[src/rtl/arbiter_req_frontend.sv]
// ---------------------------------------------------------------------------
// arbiter_req_frontend
//
// Request front end for the 3-way arbiter. Each of the three raw request
// lines is synchronised, debounced and turned into a held request level on
// x[2:0]. A latched request is cleared once the arbiter has granted the
// channel and the debounced input has been released. Sticky flags report
// requests that waited too long (stall) and presses that arrived while a
// request was already outstanding (ovf).
//
// Parameters:
//   DEB_CYCLES  consecutive stable cycles before the debounced level moves
//               (1..255)
//   TIMEOUT     cycles a request may wait un-granted before stall sets
//               (1..65535)
//
// Ports:
//   clk    in   1  single clock, rising edge
//   rst    in   1  synchronous, active-high reset
//   btn    in   3  raw asynchronous requests, btn[i] belongs to channel i
//   q      in   2  arbiter state: 00 idle, 01 ch2, 10 ch1, 11 ch0 granted
//   x      out  3  registered request levels to the arbiter (X2..X0)
//   stall  out  3  sticky, request waited >= TIMEOUT cycles without grant
//   ovf    out  3  sticky, new press while the request was outstanding
// ---------------------------------------------------------------------------
module arbiter_req_frontend #(
  parameter int DEB_CYCLES = 4,
  parameter int TIMEOUT    = 1000
) (
  input  logic       clk,
  input  logic       rst,
  input  logic [2:0] btn,
  input  logic [1:0] q,
  output logic [2:0] x,
  output logic [2:0] stall,
  output logic [2:0] ovf
);

  // Per-channel request FSM encoding
  localparam logic [1:0] ST_IDLE  = 2'b00;
  localparam logic [1:0] ST_PEND  = 2'b01;
  localparam logic [1:0] ST_GRANT = 2'b10;

  // Arbiter grant codes as seen on q
  localparam logic [1:0] Q_GRANT_CH2 = 2'b01;
  localparam logic [1:0] Q_GRANT_CH1 = 2'b10;
  localparam logic [1:0] Q_GRANT_CH0 = 2'b11;

  localparam logic [7:0]  DEB_LAST   = 8'(DEB_CYCLES - 1);
  localparam logic [15:0] WAIT_LIMIT = 16'(TIMEOUT);

  // Synchroniser and debouncer state
  logic [2:0] s1_q, s1_d;
  logic [2:0] s2_q, s2_d;
  logic [2:0] deb_q, deb_d;
  logic [7:0] cnt_q [3];
  logic [7:0] cnt_d [3];

  // Request FSM and flag state
  logic [1:0]  state_q [3];
  logic [1:0]  state_d [3];
  logic [15:0] wcnt_q  [3];
  logic [15:0] wcnt_d  [3];
  logic [2:0]  x_q, x_d;
  logic [2:0]  stall_q, stall_d;
  logic [2:0]  ovf_q, ovf_d;

  // Combinational helpers
  logic [2:0] press_s;
  logic [2:0] g_s;

  // Two-flop synchroniser followed by the stable-count debouncer
  always_comb begin
    s1_d = btn;
    s2_d = s1_q;
    for (int i = 0; i < 3; i++) begin
      deb_d[i] = deb_q[i];
      if (s2_q[i] == deb_q[i]) begin
        cnt_d[i] = 8'd0;
      end else if (cnt_q[i] == DEB_LAST) begin
        // Input has disagreed with the debounced level long enough: follow it
        deb_d[i] = s2_q[i];
        cnt_d[i] = 8'd0;
      end else begin
        cnt_d[i] = cnt_q[i] + 8'd1;
      end
    end
  end

  // Press detection uses the next debounced level so the FSM reacts on the
  // same edge the debounced level rises
  always_comb begin
    for (int i = 0; i < 3; i++) begin
      press_s[i] = ~deb_q[i] & deb_d[i];
    end
  end

  // Decode the arbiter state code into one grant bit per channel
  always_comb begin
    g_s[2] = (q == Q_GRANT_CH2);
    g_s[1] = (q == Q_GRANT_CH1);
    g_s[0] = (q == Q_GRANT_CH0);
  end

  // Per-channel request FSM plus overflow detection
  always_comb begin
    for (int i = 0; i < 3; i++) begin
      state_d[i] = state_q[i];
      ovf_d[i]   = ovf_q[i];
      case (state_q[i])
        ST_IDLE: begin
          if (press_s[i]) begin
            state_d[i] = ST_PEND;
          end else begin
            state_d[i] = ST_IDLE;
          end
        end
        ST_PEND: begin
          // A release while pending leaves the request latched
          if (press_s[i]) begin
            ovf_d[i] = 1'b1;
          end else begin
            ovf_d[i] = ovf_q[i];
          end
          if (g_s[i]) begin
            state_d[i] = ST_GRANT;
          end else begin
            state_d[i] = ST_PEND;
          end
        end
        ST_GRANT: begin
          if (press_s[i]) begin
            // Released and pressed again during the grant: a new request
            ovf_d[i]   = 1'b1;
            state_d[i] = ST_PEND;
          end else if (!deb_d[i]) begin
            state_d[i] = ST_IDLE;
          end else if (!g_s[i]) begin
            // Grant withdrawn while the channel still requests
            state_d[i] = ST_PEND;
          end else begin
            state_d[i] = ST_GRANT;
          end
        end
        default: begin
          state_d[i] = ST_IDLE;
        end
      endcase
    end
  end

  // Request level, wait counter and stall flag
  always_comb begin
    for (int i = 0; i < 3; i++) begin
      x_d[i] = (state_d[i] != ST_IDLE);

      // Counting only while staying in PEND makes every entry restart at 0
      if ((state_d[i] == ST_PEND) && (state_q[i] == ST_PEND)) begin
        if (wcnt_q[i] != WAIT_LIMIT) begin
          wcnt_d[i] = wcnt_q[i] + 16'd1;
        end else begin
          wcnt_d[i] = wcnt_q[i];
        end
      end else begin
        wcnt_d[i] = 16'd0;
      end

      if ((state_d[i] == ST_GRANT) && (state_q[i] != ST_GRANT)) begin
        stall_d[i] = 1'b0;
      end else if (wcnt_d[i] == WAIT_LIMIT) begin
        stall_d[i] = 1'b1;
      end else begin
        stall_d[i] = stall_q[i];
      end
    end
  end

  // State registers with synchronous reset
  always_ff @(posedge clk) begin
    if (rst) begin
      s1_q    <= 3'b000;
      s2_q    <= 3'b000;
      deb_q   <= 3'b000;
      x_q     <= 3'b000;
      stall_q <= 3'b000;
      ovf_q   <= 3'b000;
      for (int i = 0; i < 3; i++) begin
        cnt_q[i]   <= 8'd0;
        state_q[i] <= ST_IDLE;
        wcnt_q[i]  <= 16'd0;
      end
    end else begin
      s1_q    <= s1_d;
      s2_q    <= s2_d;
      deb_q   <= deb_d;
      x_q     <= x_d;
      stall_q <= stall_d;
      ovf_q   <= ovf_d;
      for (int i = 0; i < 3; i++) begin
        cnt_q[i]   <= cnt_d[i];
        state_q[i] <= state_d[i];
        wcnt_q[i]  <= wcnt_d[i];
      end
    end
  end

  assign x     = x_q;
  assign stall = stall_q;
  assign ovf   = ovf_q;

endmodule

[config.mk]
export PLATFORM = sky130hd
export DESIGN_NAME = arbiter_req_frontend
export DESIGN_NICKNAME = d
export VERILOG_FILES = /design/src/rtl/arbiter_req_frontend.sv
export SDC_FILE = /design/constraint.sdc
export NUM_CORES = 1
export LEC_CHECK = 0
export BUFFER_PORTS_ARGS = -buffer_cell sky130_fd_sc_hd__clkbuf_2
export CAP_MARGIN = 15
export CORE_AREA = 2 2 102 129
export CTS_CLUSTER_DIAMETER = 60
export DETAILED_ROUTE_END_ITERATION = 16
export DIE_AREA = 0 0 104 131
export PLACE_DENSITY = 0.56
export REMOVE_ABC_BUFFERS = 1
export SLEW_MARGIN = 20
export SYNTH_ARGS = -nofsm -noshare
export SYNTH_HDL_FRONTEND = slang
export SYNTH_SLANG_ARGS = --single-unit
[constraint.sdc]
create_clock -name clk -period 3.34 [get_ports clk]
set_clock_uncertainty 0.15 [all_clocks]
set_input_delay 0.167 -clock clk [delete_from_list [all_inputs] [get_ports clk]]
set_output_delay 0.167 -clock clk [all_outputs]
set_load 0.01 [all_outputs]
# Yosys cells after proc, flatten, opt, wreduce, memory -nomap -nowiden
# Memory sizes are Yosys's and may differ from the RTL's.
# Cells that the tools add are included.
# classes
n_addsub	6
n_eq_ne	30
mux	45
bitwise	15
reduce_logical	21
# op_table
op	n
16-bit two-way mux	9
8-bit two-way mux	9
16-bit by 1-bit adder with 16-bit output, second input constant	3
16-bit by 10-bit == test with 1-bit output, second input constant	3
16-bit by 10-bit inequality test with 1-bit output, second input constant	3
8-bit by 1-bit adder with 8-bit output, second input constant	3
8-bit by 2-bit == test with 1-bit output, second input constant	3
2-bit two-way mux	12
2-bit one-hot mux with 3 select lines	3
2-bit == test, second input constant	8
2-bit by 1-bit == test with 1-bit output, second input constant	7
1-bit two-way mux	12
2-bit OR reduction	6
1-bit OR	9
1-bit logical AND	6
2-bit zero test	3
2-bit inequality test, second input constant	3
2-bit AND reduction	3
2-bit nonzero test	3
1-bit bitwise AND	3
1-bit == test	3
1-bit inverter	3
# totals
reg_bits	18
ramBits	78
in_bits	7
wordCells	130
n_memories	3
# memory_table
memory	words	word_bits	read_ports	rd_clocked_by_memory_dff	write_ports	line	text
wcnt_q	3	16	3	0	3	62	logic [15:0] wcnt_q [3];
cnt_q	3	8	3	0	3	56	logic [7:0] cnt_q [3];
state_q	3	2	3	0	3	60	logic [1:0] state_q [3];

# Depth between registers and ports, before layout
# An unclocked memory read counts as a cell.
# logic_depth
depth_word	11
ltp_mapped	9
mapped_depth_nobuf	8

# Worst setup path after synthesis
# OpenSTA, ideal clock, no wires.
# synth_path
path_kind	register to register
startpoint	memory wcnt_q[2][1] (netlist: wcnt_q[0][33])
endpoint	register stall_q[2] (netlist: stall[2])
arrival_time_ps	2006
required_ps	3132
path_slack_ps	1127
path_stages_with_launch	9
path_buffers	1
synth_period_minus_slack_ps	2213
cell_sequence	dfxtp_1 ha_1 buf_2 inv_2 or4_4 o21a_1 a2111oi_1 and4b_1 o21a_1
# synth_lines
element	line	text
start, declared	62	
end signal, assigned	197	stall_q <= stall_d;
end, declared	65	logic [2:0] stall_q, stall_d;

==> flow_summary.json <==
{
  "outcome": "completed",
  "syn-instance-count": 567,
  "yosysTopAreaCell": "dfxtp_1",
  "crit_fanout": 9,
  "antenna_found_initial": 0,
  "cts_sinks": 96,
  "n_antenna_cell": 0,
  "fmax_mhz": 387.7,
  "yosysWarnings": 0,
  "chipHeight_um": 131,
  "finalSetupViolCount": 0,
  "numCtsBuffers": 9,
  "netlist_top_cells_area": "dfxtp_1, nor2_1, xnor2_1",
  "cts_setup_buffers": 0,
  "setup_tns_ns": 0,
  "gp_congestion": 0.8433,
  "ios": 16,
  "synth_top_area_frac": 0.3967,
  "postRouteAntennaNets": 0,
  "worstPathArrival_ns": 2.73,
  "p_total_mw": 2.182,
  "grt-ovfl-total": 0,
  "regArea_mm2": 0.001922,
  "p_leak_nw": 1.799,
  "rsz0062_at_grt": "no",
  "hold_viol": 0,
  "grt_use_total": 0.1433,
  "slew_viol_final": 0,
  "netlist_area_mm2": 0.004845,
  "cts-root-buf": "clkbuf_16",
  "cts_resized": 0,
  "routed_wl_um": 9081,
  "place_hpwl_um": 6605,
  "fp-row-count": 46,
  "vias": 3854,
  "cts_tree": "built",
  "wl_per_cell_um": 12.16,
  "grt_pass1_wl_um": 15930,
  "clk_pin_slew_worst_paths_ns": 0.06,
  "fin_crit_sh": 0.7723,
  "synthFlopType": "dfxtp_1",
  "fp.dieW_um": 104,
  "endpoint_kind": "flip-flop",
  "via_per_inst": 5.159,
  "fin_hold_ws_ns": 0.02412,
  "fin_nets": 602,
  "htreeDepth": 3,
  "max-cap-violations": 0,
  "yosys_register_bits": 96,
  "min_period_ns": 2.579,
  "die_area_mm2": 0.01362,
  "worst-setup-path-type": "reg2reg",
  "port_buffers": 15,
  "synth.avg_cell_area_um2": 8.544,
  "place_ws_ns": 0.7637,
  "drive_gt1_frac": 0.07772,
  "fin_ws_ns": 0.7606,
  "synth.distinct_cells": 57,
  "worstMarginPinSlew_ns": 0.6159,
  "insertion_delay_ns": 0.36,
  "yosysSeqAreaShare": 0.3967,
  "fillers": 1288,
  "hold_class": "in2reg",
  "coreArea_mm2": 0.01243,
  "drc": 0,
  "multi_input_comb_area_mm2": 0.002734,
  "grt_max_degree": 17,
  "synth-edff-count": 0,
  "start_kind": "flip-flop",
  "cp.required_ns": 3.49,
  "vdd_ir_drop_max_uv": 245.9,
  "cts.path.max_buffers": 2,
  "ctsHoldBuffers": 3,
  "maxSlewHeadroom": 0.5881,
  "drt_iter0_drc": 136,
  "start_util": 0.3897,
  "firstDrtPassIters": 4,
  "async_reset_ff_frac": 0,
  "area_growth_pct": 10.77,
  "grt_pass1_vias": 3655,
  "p_per_area_mw_per_mm2": 406.5
}
==> cells in the final DEF (no fill, tap or decap), drive strengths merged, types with 5 or more instances in the layout <==
cell type,count
a21oi,17
ha,21
or3,6
xor2,28
and4,8
xnor2,38
mux2i,5
dfxtp,96
nand4,16
nand2,24
inv,23
nor4,15
clkbuf,27
nor2,97
and3,15
nor3,9
nor2b,22
o21ai,9
nand3,33
==> Yosys cell counts (all sizes together), types with 3 or more instances <==
cell type and n:
nand4b 4, mux2i 5, ha 21, inv 23, and2 4, nand2 24, o31a 3, or3 6
nor2b 22, nand3b 3, nor4b 4, nor4 15, dfxtp 96, xnor2 38, or2 4, nand2b 4
clkbuf 20, xor2 28, nand3 33, nand4 16, and4 8, and3 15, buf 4, nor3b 4
o21ai 9, nor3 9, a21oi 17, nor2 97, a31oi 4
==> metrics by stage <==
step / util / std cells / instance area, µm²
after floorplan: - / 543 / 4742
after global placement: 0.4056 / 728 / 5042
after detailed placement: 0.4056 / 728 / 5042
after CTS: 0.4317 / 747 / 5366
after global routing: 0.4317 / 747 / 5366
final: 0.4317 / 747 / 5366
==> sequential cells by signal, summed over array words and instances (netlist names) <==
signal,cells
stall,3
state_q,6
x,3
deb_q,3
ovf,3
wcnt_q,48
s1_q,3
s2_q,3
cnt_q,24
==> per-layer routing <==
layer / vias up / share of wire / GRT usage
met3: 17 / 0.027 / 0.02827
met1: 1811 / 0.45 / 0.1586
met4: 0 / 0.026 / 0.08665
met5: - / 0 / 0
met2: 57 / 0.49 / 0.2566
li1: 1969 / - / -
==> report_power, final <==
group,total (mW),switching (mW),internal [mW],leakage (nW)
Combinational,0.0272,0.0151,0.0121,0.876
Clock,1.00,0.438,0.566,0.149
Sequential,1.15,0.00242,1.15,0.774
==> final timing paths <==
check,from,endpoint,slack (ns),depth (start not counted)
min,q[0],state_q[0][1]$_SDFF_PP0_,0.02,3
max reg2reg,wcnt_q[0][32]$_SDFF_PP0_,stall[2]$_SDFFE_PP0N_,0.76,7
min reg2reg,s1_q[0]$_SDFF_PP0_,s2_q[0]$_SDFF_PP0_,0.29,1
max,wcnt_q[0][32]$_SDFF_PP0_,stall[2]$_SDFFE_PP0N_,0.76,7
==> area by class of cell <==
cell class,instances,share of cell area
repair buffers,20,0.02238
well taps,168,0.03917
clock buffers,12,0.04966
multi-input cells,424,0.5094
clock inverters,4,0.005129
inverters,23,0.01609
flip-flops and latches,96,0.3581
==> critical path: stages (launching register included) <==
cell	delay, ns
dfxtp_1	0.48
ha_1	0.39
inv_2	0.09
or4_4	0.56
o21a_1	0.20
a2111oi_1	0.29
and4b_1	0.25
o21a_1	0.10
==> kinds of logic after synthesis <==
logic type	share of synthesized area
xor gates and xnor gates	0.1193
buffers and inverters	0.03900
AOI/OAI and AO/OA	0.07257
muxes	0.01033
and+or+nand+nor	0.3078
DFF	0.3967
adders and majority gates	0.05424
Note: power is estimated with default switching activity, not from simulation.
